`src/rtl/ibex_boot_loader_if.sv`:
```
// Byte-stream input and RAM write port of the Ibex boot loader.
// The loader takes the slave side; the byte source / RAM model takes the master side.
interface ibex_boot_loader_if #(
  parameter int ADDR_W = 14,
  parameter int DATA_W = 32
);
  localparam int BYTES = DATA_W / 8;

  logic              s_valid;
  logic              s_ready;
  logic [7:0]        s_data;
  logic              mem_we;
  logic [ADDR_W-1:0] mem_addr;
  logic [DATA_W-1:0] mem_wdata;
  logic [BYTES-1:0]  mem_be;

  modport master (
    output s_valid, s_data,
    input  s_ready, mem_we, mem_addr, mem_wdata, mem_be
  );

  modport slave (
    input  s_valid, s_data,
    output s_ready, mem_we, mem_addr, mem_wdata, mem_be
  );
endinterface

```
`src/rtl/ibex_boot_loader.sv`:
```
// Boot sequencer: loads a length-prefixed, checksummed word image from a byte stream into
// program RAM and releases the core reset RST_HOLD cycles after a good load or a bypass.
module ibex_boot_loader #(
  parameter int                ADDR_W    = 14,
  parameter int                DATA_W    = 32,
  parameter logic [ADDR_W-1:0] BASE_ADDR = {ADDR_W{1'b0}},
  parameter int                RST_HOLD  = 10,
  parameter logic [63:0]       MAX_WORDS = (64'd1 << ADDR_W) - 64'(BASE_ADDR)
) (
  input  logic              clk,
  input  logic              rst_n,
  ibex_boot_loader_if.slave bus,
  input  logic              bypass,
  output logic              core_rst_n,
  output logic              done,
  output logic              err,
  output logic [ADDR_W:0]   words_loaded
);

  localparam int BYTES = DATA_W / 8;
  localparam int BC_W  = (BYTES > 1) ? $clog2(BYTES) : 1;
  localparam int HC_W  = $clog2(RST_HOLD + 1);
  localparam int CNT_W = ADDR_W + 1;
  localparam logic [BC_W-1:0] LAST_BYTE = BC_W'(BYTES - 1);
  localparam logic [HC_W-1:0] HOLD_LAST = HC_W'(RST_HOLD - 1);

  typedef enum logic [2:0] {
    S_HDR  = 3'd0,
    S_DATA = 3'd1,
    S_CSUM = 3'd2,
    S_HOLD = 3'd3,
    S_RUN  = 3'd4,
    S_ERR  = 3'd5
  } state_e;

  state_e            state_r;
  logic [BC_W-1:0]   byte_cnt_r;
  logic [DATA_W-1:0] asm_r;
  logic [CNT_W-1:0]  num_words_r;
  logic [DATA_W-1:0] sum_r;
  logic [HC_W-1:0]   hold_cnt_r;
  logic              s_ready_r;
  logic              mem_we_r;
  logic [ADDR_W-1:0] mem_addr_r;
  logic [DATA_W-1:0] mem_wdata_r;
  logic [BYTES-1:0]  mem_be_r;
  logic              core_rst_n_r;
  logic              done_r;
  logic              err_r;
  logic [CNT_W-1:0]  words_loaded_r;

  logic              accept_s;
  logic              last_byte_s;
  logic [DATA_W-1:0] word_s;
  logic [CNT_W-1:0]  next_loaded_s;
  logic              too_big_s;

  // Byte handshake and little-endian word assembly (new byte enters at the top, shifts down).
  always_comb begin
    accept_s      = bus.s_valid & s_ready_r;
    last_byte_s   = accept_s & (byte_cnt_r == LAST_BYTE);
    word_s        = (asm_r >> 8) | (DATA_W'(bus.s_data) << (DATA_W - 8));
    next_loaded_s = words_loaded_r + CNT_W'(1);
    too_big_s     = (64'(word_s) > MAX_WORDS);
  end

  // Boot FSM with all outputs registered.
  always_ff @(posedge clk) begin
    if (!rst_n) begin
      state_r        <= S_HDR;
      byte_cnt_r     <= '0;
      asm_r          <= '0;
      num_words_r    <= '0;
      sum_r          <= '0;
      hold_cnt_r     <= '0;
      s_ready_r      <= 1'b0;
      mem_we_r       <= 1'b0;
      mem_addr_r     <= BASE_ADDR;
      mem_wdata_r    <= '0;
      mem_be_r       <= '0;
      core_rst_n_r   <= 1'b0;
      done_r         <= 1'b0;
      err_r          <= 1'b0;
      words_loaded_r <= '0;
    end else begin
      mem_we_r <= 1'b0;
      mem_be_r <= '0;
      if (accept_s) begin
        asm_r      <= word_s;
        byte_cnt_r <= last_byte_s ? '0 : byte_cnt_r + BC_W'(1);
      end
      case (state_r)
        S_HDR: begin
          if (bypass) begin
            state_r    <= S_HOLD;
            s_ready_r  <= 1'b0;
            hold_cnt_r <= '0;
            byte_cnt_r <= '0;
          end else begin
            s_ready_r <= 1'b1;
            if (last_byte_s) begin
              if (too_big_s) begin
                state_r   <= S_ERR;
                err_r     <= 1'b1;
                s_ready_r <= 1'b0;
              end else if (word_s == '0) begin
                state_r <= S_CSUM;
              end else begin
                num_words_r <= CNT_W'(word_s);
                state_r     <= S_DATA;
              end
            end
          end
        end
        S_DATA: begin
          if (last_byte_s) begin
            mem_we_r       <= 1'b1;
            mem_be_r       <= '1;
            mem_wdata_r    <= word_s;
            mem_addr_r     <= BASE_ADDR + ADDR_W'(words_loaded_r);
            words_loaded_r <= next_loaded_s;
            sum_r          <= sum_r + word_s;
            if (next_loaded_s == num_words_r) begin
              state_r <= S_CSUM;
            end
          end
        end
        S_CSUM: begin
          if (last_byte_s) begin
            s_ready_r <= 1'b0;
            if (word_s == sum_r) begin
              state_r    <= S_HOLD;
              hold_cnt_r <= '0;
            end else begin
              state_r <= S_ERR;
              err_r   <= 1'b1;
            end
          end
        end
        S_HOLD: begin
          s_ready_r    <= 1'b0;
          core_rst_n_r <= 1'b0;
          // The release edge is the RST_HOLD-th edge after entering S_HOLD.
          if (hold_cnt_r == HOLD_LAST) begin
            state_r      <= S_RUN;
            core_rst_n_r <= 1'b1;
            done_r       <= 1'b1;
          end else begin
            hold_cnt_r <= hold_cnt_r + HC_W'(1);
          end
        end
        S_RUN: begin
          s_ready_r    <= 1'b0;
          core_rst_n_r <= 1'b1;
          done_r       <= 1'b1;
        end
        S_ERR: begin
          s_ready_r    <= 1'b0;
          core_rst_n_r <= 1'b0;
          err_r        <= 1'b1;
        end
        default: begin
          state_r      <= S_ERR;
          s_ready_r    <= 1'b0;
          core_rst_n_r <= 1'b0;
          err_r        <= 1'b1;
        end
      endcase
    end
  end

  assign bus.s_ready   = s_ready_r;
  assign bus.mem_we    = mem_we_r;
  assign bus.mem_addr  = mem_addr_r;
  assign bus.mem_wdata = mem_wdata_r;
  assign bus.mem_be    = mem_be_r;
  assign core_rst_n    = core_rst_n_r;
  assign done          = done_r;
  assign err           = err_r;
  assign words_loaded  = words_loaded_r;

endmodule

```
`src/flat_wrapper.sv`:
```
// flat-port wrapper written by rule: the top's interface ports become plain ports
module ibex_boot_loader_flat 
#(
  parameter int                ADDR_W    = 14,
  parameter int                DATA_W    = 32,
  parameter logic [ADDR_W-1:0] BASE_ADDR = {ADDR_W{1'b0}},
  parameter int                RST_HOLD  = 10,
  parameter logic [63:0]       MAX_WORDS = (64'd1 << ADDR_W) - 64'(BASE_ADDR)
)
  (clk, rst_n, bypass, core_rst_n, done, err, words_loaded, bus_s_valid, bus_s_data, bus_s_ready, bus_mem_we, bus_mem_addr, bus_mem_wdata, bus_mem_be);
  ibex_boot_loader_if #(.ADDR_W(ADDR_W), .DATA_W(DATA_W)) bus_i ();
  input  logic clk;
  input  logic rst_n;
  input  logic bypass;
  output logic core_rst_n;
  output logic done;
  output logic err;
  output logic [ADDR_W:0] words_loaded;
  input wire logic [$bits(bus_i.s_valid)-1:0] bus_s_valid;
  input wire logic [$bits(bus_i.s_data)-1:0] bus_s_data;
  output wire logic [$bits(bus_i.s_ready)-1:0] bus_s_ready;
  output wire logic [$bits(bus_i.mem_we)-1:0] bus_mem_we;
  output wire logic [$bits(bus_i.mem_addr)-1:0] bus_mem_addr;
  output wire logic [$bits(bus_i.mem_wdata)-1:0] bus_mem_wdata;
  output wire logic [$bits(bus_i.mem_be)-1:0] bus_mem_be;
  assign bus_i.s_valid = bus_s_valid;
  assign bus_i.s_data = bus_s_data;
  assign bus_s_ready = bus_i.s_ready;
  assign bus_mem_we = bus_i.mem_we;
  assign bus_mem_addr = bus_i.mem_addr;
  assign bus_mem_wdata = bus_i.mem_wdata;
  assign bus_mem_be = bus_i.mem_be;
  ibex_boot_loader #(.ADDR_W(ADDR_W), .DATA_W(DATA_W), .BASE_ADDR(BASE_ADDR), .RST_HOLD(RST_HOLD), .MAX_WORDS(MAX_WORDS)) u_core (.clk(clk), .rst_n(rst_n), .bus(bus_i), .bypass(bypass), .core_rst_n(core_rst_n), .done(done), .err(err), .words_loaded(words_loaded));
endmodule
```
`config.mk`:
```
export PLATFORM = sky130hd
export DESIGN_NAME = ibex_boot_loader_flat
export DESIGN_NICKNAME = d
export VERILOG_FILES = /design/src/rtl/ibex_boot_loader_if.sv /design/src/rtl/ibex_boot_loader.sv /design/src/flat_wrapper.sv
export SDC_FILE = /design/constraint.sdc
export NUM_CORES = 1
export LEC_CHECK = 0
export BUFFER_PORTS_ARGS = -buffer_cell sky130_fd_sc_hd__buf_2
export CORE_ASPECT_RATIO = 1.5
export CORE_MARGIN = 2
export CORE_UTILIZATION = 45
export DETAILED_ROUTE_END_ITERATION = 10
export GPL_TIMING_DRIVEN = 0
export PLACE_DENSITY = 0.64
export SLEW_MARGIN = 15
export SYNTH_ARGS = -nofsm -noshare
export SYNTH_HDL_FRONTEND = slang
export SYNTH_SLANG_ARGS = --single-unit
```
`constraint.sdc`:
```
create_clock -name clk -period 3.97 [get_ports clk]
set_clock_uncertainty 0.2 [all_clocks]
set_input_delay 1.191 -clock clk [delete_from_list [all_inputs] [get_ports clk]]
set_output_delay 1.191 -clock clk [all_outputs]
set_load 0.05 [all_outputs]
```
Word level (Yosys, flattened, before mapping) --
Cells that the tools add are included.
Storage, ports and cells: output and inout bits 70, bits in registers 158
Operators by class: equality and inequality tests 21, bitwise gates (word level) 9, add/subtract/negate cells 4, reductions and logical operators 15, multiplexer cells 36, magnitude comparators 1
Operators with widths (number):
- 32-bit adder | 1
- 32-bit equality test | 1
- 32-bit by 15-bit greater-than comparator with 1-bit output, second input constant | 1
- 32-bit logical NOT | 1
- 24-bit by 32-bit bitwise OR with 32-bit output | 1
- 3-bit two-way mux | 8
- 4-bit two-way mux | 5
- 15-bit by 1-bit adder with 15-bit output, second input constant | 1
- 15-bit equality test | 1
- 3-bit case mux with 5 select lines | 1
- 2-bit by 1-bit != test with 1-bit output, second input constant | 7
- 1-bit two-way mux | 12
- 4-bit case mux with 3 select lines | 1
- 6-bit AND reduction | 2
- 2-bit two-way mux | 5
- 5-bit AND reduction | 2
- 1-bit case mux with 3 select lines | 3
- 2-bit != test, second input constant | 4
- 2-bit AND reduction | 4
- 3-bit by 2-bit equality test with 1-bit output, second input constant | 2
- 3-bit equality test, second input constant | 2
- 1-bit NOT | 6
- 3-bit OR reduction | 2
- 4-bit by 1-bit adder with 4-bit output, second input constant | 1
- other kinds (11) | 12

Depth between registers and ports, before layout --
Gate-level depths: netlist (run 1).
depth after elaboration 7, gate-level depth with buffers 12, depth with buffers taken out 12

Worst setup path after synthesis (run 1) --
Ideal clock, no wire load.
path kind input -> register, start point input bus_s_data[2], end point register u_core.hold_cnt_r[1], arrival time 3.147 ns, setup slack 0.547 ns, library setup time 0.076 ns, data required time 3.694 ns, stages 10, cell sequence ha_1 -> clkbuf_1 -> nor4_1 -> nand3_1 -> nor4_1 -> a21oi_1 -> o22ai_1 -> nand2_1 -> or3_1 -> a21boi_0
Between the ends: longest elaborated chain between the ends 4
Ends and longest elaborated chain:
- start, declared | line flat_wrapper.sv:20 | input wire logic [$bits(bus_i.s_data)-1:0] bus_s_data;
- 24-bit by 32-bit bitwise OR with 32-bit output | line ibex_boot_loader.sv:62 | word_s = (asm_r >> 8) | (DATA_W'(bus.s_data) << (DATA_W - 8));
- 32-bit equality test | line ibex_boot_loader.sv:131 | if (word_s == sum_r) begin
- 2-bit by 1-bit != test with 1-bit output (no source line)
- 5-bit AND reduction (no source line)
- end signal, assigned | line ibex_boot_loader.sv:149 | hold_cnt_r <= hold_cnt_r + HC_W'(1);
- end, declared | line ibex_boot_loader.sv:41 | logic [HC_W-1:0] hold_cnt_r;
No other way between the ends. A chain may end at the register's enable or synchronous reset.

Worst setup path in the final report (run 1) --
start point input bus_s_valid, end point register u_core.sum_r[7]
Between the ends: longest elaborated chain between the ends 3
Ends and longest elaborated chain:
- start, declared | line flat_wrapper.sv:19 | input wire logic [$bits(bus_i.s_valid)-1:0] bus_s_valid;
- 1-bit AND | line ibex_boot_loader.sv:60 | accept_s = bus.s_valid & s_ready_r;
- 1-bit AND | line ibex_boot_loader.sv:61 | last_byte_s = accept_s & (byte_cnt_r == LAST_BYTE);
- 2-bit AND reduction (no source line)
- end signal, assigned | line ibex_boot_loader.sv:122 | sum_r <= sum_r + word_s;
- end, declared | line ibex_boot_loader.sv:40 | logic [DATA_W-1:0] sum_r;
No other way between the ends.

==> results of run 1 <==
## state kept, by name (all words and copies together), names as in the netlist, 2 cells and up
signal                count
u_core.asm_r             24
u_core.num_words_r       15
u_core.bus.mem_addr      14
u_core.byte_cnt_r         2
u_core.bus.mem_wdata     32
u_core.words_loaded      15
u_core.state_r            3
u_core.hold_cnt_r         4
u_core.sum_r             32
## logic make-up after synthesis
logic type | Yosys count | synth area share (%)
adder cells (fa/ha/maj) | 36 | 5.808
XOR/XNOR | 59 | 6.553
flip-flops | 146 | 37.07
AND/OR/NAND/NOR | 400 | 23.98
buffers and inverters | 74 | 3.983
AO/OA/AOI/OAI | 230 | 19.79
multiplexers | 22 | 2.824
## per-stage QoR
step / instances / setup TNS, ps / setup slack (ps)
6_report: 1292 / 0 / 286.2
5_1_grt: 1292 / 0 / 120.9
4_1_cts: 1292 / 0 / 136.9
3_5_place_dp: 1261 / -14950 / -580.5
3_3_place_gp: 1261 / -15120 / -591.4
2_1_floorplan: 967 / 0 / 547.0
## power groups by stage
| stage | registers [mW] | clock network (mW) | logic [mW] |
|---|---|---|---|
| floorplan | 1.62 | 0 | 0.299 |
| global placement | 1.58 | 0 | 0.473 |
| detailed placement | 1.58 | 0 | 0.473 |
| CTS | 1.55 | 1.63 | 0.476 |
| global route | 1.55 | 1.70 | 0.541 |
| finish | 1.55 | 1.61 | 0.484 |
## area by class of cell
type	count	area [um^2]
well taps	213	266.5
inverters	13	48.80
repair buffers	81	405.4
clock buffers	18	429.2
fillers	1722	8130
plain buffers	61	265.3
multi-input cells	747	4656
clock inverters	13	150.1
flip-flops and latches	146	2923
## critical path, delay by kind of cell
kind            cells  cell delay [ps]
buf+inv             4             1570
compound gates      1              160
simple gates        4              860
## synth_stat cells, types with 3 or more instances
cell type / number / share of area (%)
nand2b_1: 5 / 0.40
xor2_1: 18 / 2.0
and2_1: 29 / 2.3
xnor2_1: 41 / 4.6
a21oi_1: 35 / 2.2
or3_1: 5 / 0.40
mux2i_1: 20 / 2.5
o21a_1: 4 / 0.38
o22ai_1: 3 / 0.24
nand4b_1: 3 / 0.33
nor2b_1: 23 / 1.8
nand2_1: 217 / 10
o211a_1: 3 / 0.38
nor4_1: 15 / 1.2
nor2_1: 38 / 1.8
a211oi_1: 8 / 0.76
o21ai_0: 48 / 3.0
nand3_1: 20 / 1.3
clkbuf_1: 51 / 2.4
a41oi_1: 5 / 0.56
dfxtp_1: 146 / 37
nand4_1: 12 / 0.95
ha_1: 35 / 5.6
buf_4: 6 / 0.57
inv_1: 12 / 0.57
a21boi_0: 79 / 7.5
a31oi_1: 3 / 0.24
nor3_1: 10 / 0.63
o211ai_1: 4 / 0.38
a21o_1: 17 / 1.6
o21bai_1: 5 / 0.48
and3_1: 6 / 0.48
## routing by layer
layer | track usage, % | vias to the layer above
met5 | 0 | -
met4 | 8.696 | 0
met1 | 27.80 | 3377
met2 | 46.33 | 184
li1 | - | 3548
met3 | 4.635 | 50
## path summary, 6_finish.rpt
path,from,end,slack (ps)
hold / removal,u_core.bus.mem_addr[9]$_SDFFE_PN0P_,u_core.bus.mem_addr[9]$_SDFFE_PN0P_,260
setup reg to reg,u_core.asm_r[8]$_SDFFE_PN0P_,u_core.sum_r[30]$_SDFFE_PN0P_,490
hold reg to reg,u_core.bus.mem_addr[9]$_SDFFE_PN0P_,u_core.bus.mem_addr[9]$_SDFFE_PN0P_,260
setup / recovery,bus_s_valid,u_core.sum_r[7]$_SDFFE_PN0P_,290
==> results.yml, run 1 <==
clock_network:
  ctsLongestPathBuffers: 2
  clk_latency_ps: 420
  clk_pin_slew_ps: 60
  cts_resized: 1
  htree_levels: 4
  post_cts_buffers: 0
  ctsHoldBuffers: 0
  numCtsBuffers: 17
  numClockSinks: 146
  cts_tree: "done"
  cts-root-buf: "clkbuf_16"
cells_and_area:
  fin_area_um2: 9144
  nets: 1115
  antennaDiodeCount: 0
  final_cell_mix: "217 x nand2_1, 146 x dfxtp_1, 83 x buf_2, 79 x a21boi_0, 52 x clkbuf_1"
  final_common_cell: "nand2_1"
  final_core_util_pct: 52.93
  syn_to_final_growth_pct: 15.96
  drive_gt1_share_pct: 12.60
timing:
  grt_setup_unrepaired: "false"
  timing.hold.ws_ps: 256.6
  finalCritPeriodShare_pct: 92.79
  max_clock_freq_ghz: 0.2715
  worst_pin_slew_ps: 743.2
  finalHoldViolCount: 0
  maxSlewViolCount: 0
  layout_min_cycle_time_ps: 3684
  setup_violations: 0
  max_slew_margin_pct: 50.46
critical_path:
  worst_path_most_repeated_cell: "clkbuf_1"
  r2r_cells: 12
  worstPathRequired_ps: 4080
  slowest_delay_ps: 600
  slowest_stage: "clkbuf_1"
  endpoint_kind: "flop"
  cp-start-kind: "input pin"
  crit_path_max_fanout: 10
  cp.arrival_ps: 3800
  critical_path.cell_chain: "buf_2, and2_1, clkbuf_1, nand2_1, nor2_4, clkbuf_1, clkbuf_1, nand2_1, o211a_1"
  worstSetupPathType: "input pin to flop"
global_routing:
  grt-ovfl-total: 0
  grt_first_pass_wirelength_um: 36850
  antenna_found_initial: 0
  grt_usage_pct: 24.83
  grt_max_degree: 17
  grt_pass1_vias: 6979
detailed_routing:
  drc_errors: 0
  wl_per_cell_um: 17.52
  met2_length_um: 12040
  top_layer_used: "met4"
  viasPerCell: 5.541
  num_vias: 7159
  drtAntennaViolNets: 0
  wl_met3_um: 971
  first_pass_iters: 5
  detail_route.iter0.violations: 377
  drt-met1-wl_um: 9010
  routed_wl_um: 22630
yosys:
  mappedNetlistArea_um2: 7885
  yosysUniqueCellTypes: 65
  ys_ff_latch: 146
  synth_warnings: 0
  ys_async_sr_fraction_pct: 0
  synth_cells: 967
  ys_seq_area_share_pct: 37.07
  syn_area_per_cell_um2: 8.154
  synth_nets: 1015
  synth_edf_count: 0
  ys.flop_type: "dfxtp_1"
pwr:
  power_mw: 3.636
  p_int_mw: 2.593
  comb_power_share_pct: 13.3
  leakage_nw: 3.623
  power_frac_clock_pct: 44.2
  power_density_nw_per_um2: 397.6
  power_switching_mw: 1.042
  p_sw_share_pct: 28.67
  power_frac_seq_pct: 42.5
  ir_worst_vdd_uv: 275.6
placement:
  io_buffers: 81
  placed_cell_area_um2: 8557
  globalplace.congestion: 0.9252
  hpwl_um: 16750
worst_hold_path:
  worst_hold_path.num_cells: 2
  hold_class: "flop to flop"
floorplanning:
  core_area_um2: 17270
  io_pins: 82
  die-area_um2: 18620
  die_width_um: 112.1
  die_h_um: 166.1
  initial_core_util_pct: 45.65
  rows: 59
outcome:
  status: "finished clean"
job:
  maxCapViolations: 0
Power figures use the tool's default switching activity.
==> inputs of run 2 (changes only) <==
Settings changed: PLACE_DENSITY 0.64 to 0.66.
Clock period 3.97 ns to 3.34 ns, I/O delays scaled along.
==> results.yml, run 2 (synthesized netlist as in run 1, its figures left out) <==
pwr:
  power_switching_mw: 1.290
  ir_worst_vdd_uv: 368.8
  p_int_mw: 3.196
  power_density_nw_per_um2: 480.8
  comb_power_share_pct: 13.0
  leakage_nw: 3.716
  power_frac_seq_pct: 41.0
  power_frac_clock_pct: 46.0
  p_sw_share_pct: 28.75
timing:
  worst_pin_slew_ps: 747.5
  tns_ps: 0
  setup_violations: 0
  grt_setup_unrepaired: "false"
  layout_min_cycle_time_ps: 3174
  max_slew_margin_pct: 50.17
  finalCritPeriodShare_pct: 95.03
  timing.final.ws_setup_ps: 166.0
  finalHoldViolCount: 0
  maxSlewViolCount: 0
  max_clock_freq_ghz: 0.3151
job:
  maxCapViolations: 0
cells_and_area:
  final_common_cell: "nand2_1"
  final_cell_mix: "217 x nand2_1, 143 x dfxtp_1, 83 x buf_2, 79 x a21boi_0, 48 x o21ai_0"
  drive_gt1_share_pct: 15.06
  n_fill_cell: 1670
  nets: 1124
  syn_to_final_growth_pct: 18.33
  antennaDiodeCount: 0
clock_network:
  clk_pin_slew_ps: 70
  cts_tree: "done"
  cts-root-buf: "clkbuf_16"
  numCtsBuffers: 17
  numClockSinks: 146
  clk_latency_ps: 430
  ctsLongestPathBuffers: 2
  htree_levels: 4
detailed_routing:
  first_pass_iters: 4
  wl_met3_um: 947
  drt-met1-wl_um: 9211
  viasPerCell: 5.515
  wl_per_cell_um: 17.26
  met2_length_um: 11170
  drc_errors: 0
  routed_wl_um: 22470
  top_layer_used: "met4"
  detail_route.iter0.violations: 336
  drtAntennaViolNets: 0
  num_vias: 7181
global_routing:
  antenna_found_initial: 0
  grt_first_pass_wirelength_um: 36360
  grt_pass1_vias: 6975
  grt_max_degree: 17
  grt_usage_pct: 24.56
  grt-ovfl-total: 0
floorplanning:
  die_h_um: 166.1
  die-area_um2: 18620
  rows: 59
  die_width_um: 112.1
  io_pins: 82
  initial_core_util_pct: 45.65
  core_area_um2: 17270
critical_path:
  slowest_delay_ps: 620
  crit_path_max_fanout: 10
  cp.arrival_ps: 3340
  worstPathRequired_ps: 3500
  worstSetupStartpoint: "bus_s_valid"
  worstSetupPathType: "input pin to flop"
  endpoint_kind: "flop"
  cp-start-kind: "input pin"
  r2r_start: "u_core.asm_r[8]$_SDFFE_PN0P_"
  critical_path.cell_chain: "buf_2, and3_1, clkbuf_1, nand3_1, clkbuf_1, clkbuf_1, nand2_1, a21boi_0"
  slowest_stage: "clkbuf_1"
  worst_path_most_repeated_cell: "clkbuf_1"
  r2r_cells: 12
placement:
  place_ws_ps: -1029
  globalplace.congestion: 0.9230
  io_buffers: 81
  hpwl_um: 16450
worst_hold_path:
  hold_start: "u_core.bus.mem_addr[4]$_SDFFE_PN0P_"
  worst_hold_path.num_cells: 2
  hold_class: "flop to flop"
outcome:
  status: "finished clean"
==> run 2: final timing paths <==
kind                                         end  slack (ps)
max          u_core.words_loaded[1]$_SDFFE_PN0P_         170
min          u_core.bus.mem_addr[4]$_SDFFE_PN0P_         260
max reg2reg        u_core.sum_r[30]$_SDFFE_PN0P_         210
min reg2reg  u_core.bus.mem_addr[4]$_SDFFE_PN0P_         260
==> run 2: worst max-delay path, delay by kind of cell <==
family / cells / cell delay (ps)
buffers and inverters: 4 / 1520
AND/OR/NAND/NOR: 3 / 620
AO/OA/AOI/OAI: 1 / 180
==> run 2: repair_timing <==
action,4_1_cts,5_1_grt
hold buffers,0,0
pin swaps,1,5
gates resized for setup,5,17
setup buffers,0,9
setup endpoints to repair,40,27
==> run 2: stage by stage <==
| step | area (um^2) | hold slack (ps) | power (mW) | cells | utilization (%) |
|---|---|---|---|---|---|
| 6_report | 9330 | 260.0 | 4.486 | 1302 | 54.01 |
| 4_1_cts | 9210 | 264.7 | 4.501 | 1293 | 53.32 |
| 5_1_grt | 9330 | 281.8 | 4.649 | 1302 | 54.01 |
| 3_3_place_gp | 8557 | 246.7 | 2.438 | 1261 | 49.54 |
| 2_1_floorplan | 7885 | 237.6 | 2.276 | 967 | - |
| 3_5_place_dp | 8557 | 255.8 | 2.440 | 1261 | 49.54 |
==> run 2: layer usage <==
metal / GRT usage [%] / vias up
met1: 28.60 / 3353
met3: 3.650 / 61
met5: 0 / -
met2: 42.88 / 204
li1: - / 3563
met4: 13.41 / 0
==> run 2: power by group through the flow <==
stage | clock network, mW | logic [mW] | registers, mW
after floorplan | 0 | 0.355 | 1.92
after global placement | 0 | 0.562 | 1.88
after detailed placement | 0 | 0.564 | 1.88
after CTS | 2.09 | 0.570 | 1.84
after global routing | 2.16 | 0.649 | 1.84
final | 2.06 | 0.583 | 1.84
==> run 2: cell type report <==
class	instances	area [um^2]	area share, %
clock inverters	14	191.4	2.052
flip-flops and latches	146	2927	31.37
repair buffers	90	473.0	5.069
multi-input cells	747	4715	50.53
inverters	13	48.80	0.5230
clock buffers	18	439.2	4.707
plain buffers	61	270.3	2.897
well taps	213	266.5	2.856
==> inputs of run 3 (changes only) <==
Settings changed: BUFFER_PORTS_ARGS -buffer_cell sky130_fd_sc_hd__buf_2 to not set, CORE_UTILIZATION 45 to 55, DONT_BUFFER_PORTS set to 1, PLACE_DENSITY 0.66 to 0.73.
==> results.yml, run 3 (synthesized netlist as in run 1, its figures left out) <==
critical_path:
  worstPathRequired_ps: 3500
  cp-start-kind: "input pin"
  worstSetupPathType: "input pin to flop"
  endpoint_kind: "flop"
  crit_path_max_fanout: 8
  cp.arrival_ps: 3370
timing:
  maxSlewViolCount: 0
  finalCritPeriodShare_pct: 96.26
  setup_violations: 0
  max_slew_margin_pct: 50.55
  tns_ps: 0
  grt_setup_unrepaired: "false"
  finalHoldViolCount: 0
  layout_min_cycle_time_ps: 3215
  max_clock_freq_ghz: 0.3110
  worst_pin_slew_ps: 741.7
  timing.final.ws_setup_ps: 125.0
floorplanning:
  rows: 53
  core_area_um2: 13990
  die-area_um2: 15330
  initial_core_util_pct: 56.35
  io_pins: 82
  die_width_um: 101.8
  die_h_um: 150.6
detailed_routing:
  wl_met3_um: 1254
  routed_wl_um: 21720
  drt-met1-wl_um: 8454
  wl_per_cell_um: 18.21
  drc_errors: 0
  num_vias: 6983
  detail_route.iter0.violations: 399
  viasPerCell: 5.853
  first_pass_iters: 5
  met2_length_um: 10860
  drtAntennaViolNets: 0
  top_layer_used: "met4"
cells_and_area:
  n_fill_cell: 1238
  drive_gt1_share_pct: 7.393
  antennaDiodeCount: 0
  final_core_util_pct: 62.68
  final_cell_mix: "217 x nand2_1, 138 x dfxtp_1, 79 x a21boi_0, 50 x clkbuf_1, 48 x o21ai_0"
  syn_to_final_growth_pct: 11.22
  final_common_cell: "nand2_1"
  nets: 1036
clock_network:
  numCtsBuffers: 17
  clk_pin_slew_ps: 70
  htree_levels: 4
  ctsLongestPathBuffers: 2
  numClockSinks: 146
  ctsHoldBuffers: 0
  clk_latency_ps: 430
  cts-root-buf: "clkbuf_16"
  cts_tree: "done"
pwr:
  leakage_nw: 3.208
  power_mw: 4.231
  ir_worst_vdd_uv: 421.4
  power_frac_seq_pct: 45.0
  p_int_mw: 2.942
  power_switching_mw: 1.290
  power_density_nw_per_um2: 482.5
  power_frac_clock_pct: 43.6
  comb_power_share_pct: 11.3
  p_sw_share_pct: 30.48
global_routing:
  grt-ovfl-total: 0
  grt_usage_pct: 28.68
  grt_max_degree: 17
  antenna_found_initial: 0
  grt_first_pass_wirelength_um: 33920
  grt_pass1_vias: 6570
placement:
  hpwl_um: 15650
  io_buffers: 0
  place_ws_ps: -840.1
  globalplace.congestion: 0.9481
job:
  maxCapViolations: 0
worst_hold_path:
  hold_class: "flop to flop"
outcome:
  status: "finished clean"
## run 3: cell types whose count changed in the layout (fill, tap and decap cells not counted), moves of 2 or more
cell	previous run	this run
buf_2	83	2
buf_4	15	8
dfxtp_1	143	138
bufinv_16	3	0
clkbuf_1	47	50
clkinv_4	2	5
dfxtp_2	3	6
clkbuf_2	4	2
dfxtp_4	0	2
## run 3: what timing repair did
action / CTS / global route
resized for setup: 9 / 11
setup buffers: 0 / 2
setup endpoints to repair: 57 / 5
pin swaps: 2 / 2
## run 3: layer usage
metal	track usage [%]	up-vias
li1	-	3393
met2	49.38	245
met1	32.47	3275
met3	6.407	70
met4	15.27	0
met5	0	-
## run 3: worst paths after layout
path / startpoint / end / slack [ps] / cells after the start
setup reg to reg: u_core.asm_r[8]$_SDFFE_PN0P_ / u_core.sum_r[30]$_SDFFE_PN0P_ / 140 / 12
hold / removal: u_core.byte_cnt_r[1]$_SDFF_PN0_ / u_core.byte_cnt_r[1]$_SDFF_PN0_ / 270 / 2
setup / recovery: bus_s_data[2] / u_core.hold_cnt_r[1]$_SDFFE_PN0P_ / 120 / 10
hold reg to reg: u_core.byte_cnt_r[1]$_SDFF_PN0_ / u_core.byte_cnt_r[1]$_SDFF_PN0_ / 270 / 2
## run 3: power groups by stage
stage / Combinational [mW] / Sequential [mW] / Clock [mW]
floorplan: 0.355 / 1.92 / 0
global placement: 0.454 / 1.94 / 0
detailed placement: 0.457 / 1.94 / 0
CTS: 0.465 / 1.90 / 1.86
global route: 0.532 / 1.91 / 1.93
finish: 0.480 / 1.90 / 1.85
## run 3: layout make-up
cell class                      instances  area [um^2]  area share, %
Timing Repair Buffer                    2        15.01         0.1712
Clock inverter                         14        138.9          1.584
Tap cell                              192        240.2          2.739
Multi-Input combinational cell        747         4692          53.50
Buffer                                 61        267.8          3.053
Sequential cell                       146         2938          33.50
Inverter                               13        48.80         0.5564
Clock buffer                           18        429.2          4.894
## run 3: stage by stage
| stage | instance area, um^2 | instances | hold slack (ps) |
|---|---|---|---|
| 2_1_floorplan | 7885 | 967 | 237.6 |
| 3_3_place_gp | 8125 | 1159 | 250.4 |
| 3_5_place_dp | 8125 | 1159 | 257.5 |
| 4_1_cts | 8713 | 1191 | 274.3 |
| 5_1_grt | 8770 | 1193 | 295.9 |
| 6_report | 8770 | 1193 | 273.4 |
## run 3: worst max-delay path, stage by stage
cell      delay (ps)
ha_1             260
clkbuf_1         200
nor4_2           320
nand3_1          220
nor4_2           400
a21oi_1          140
o22ai_1          180
nand2_1          140
or3_1            350
a21boi_0         150
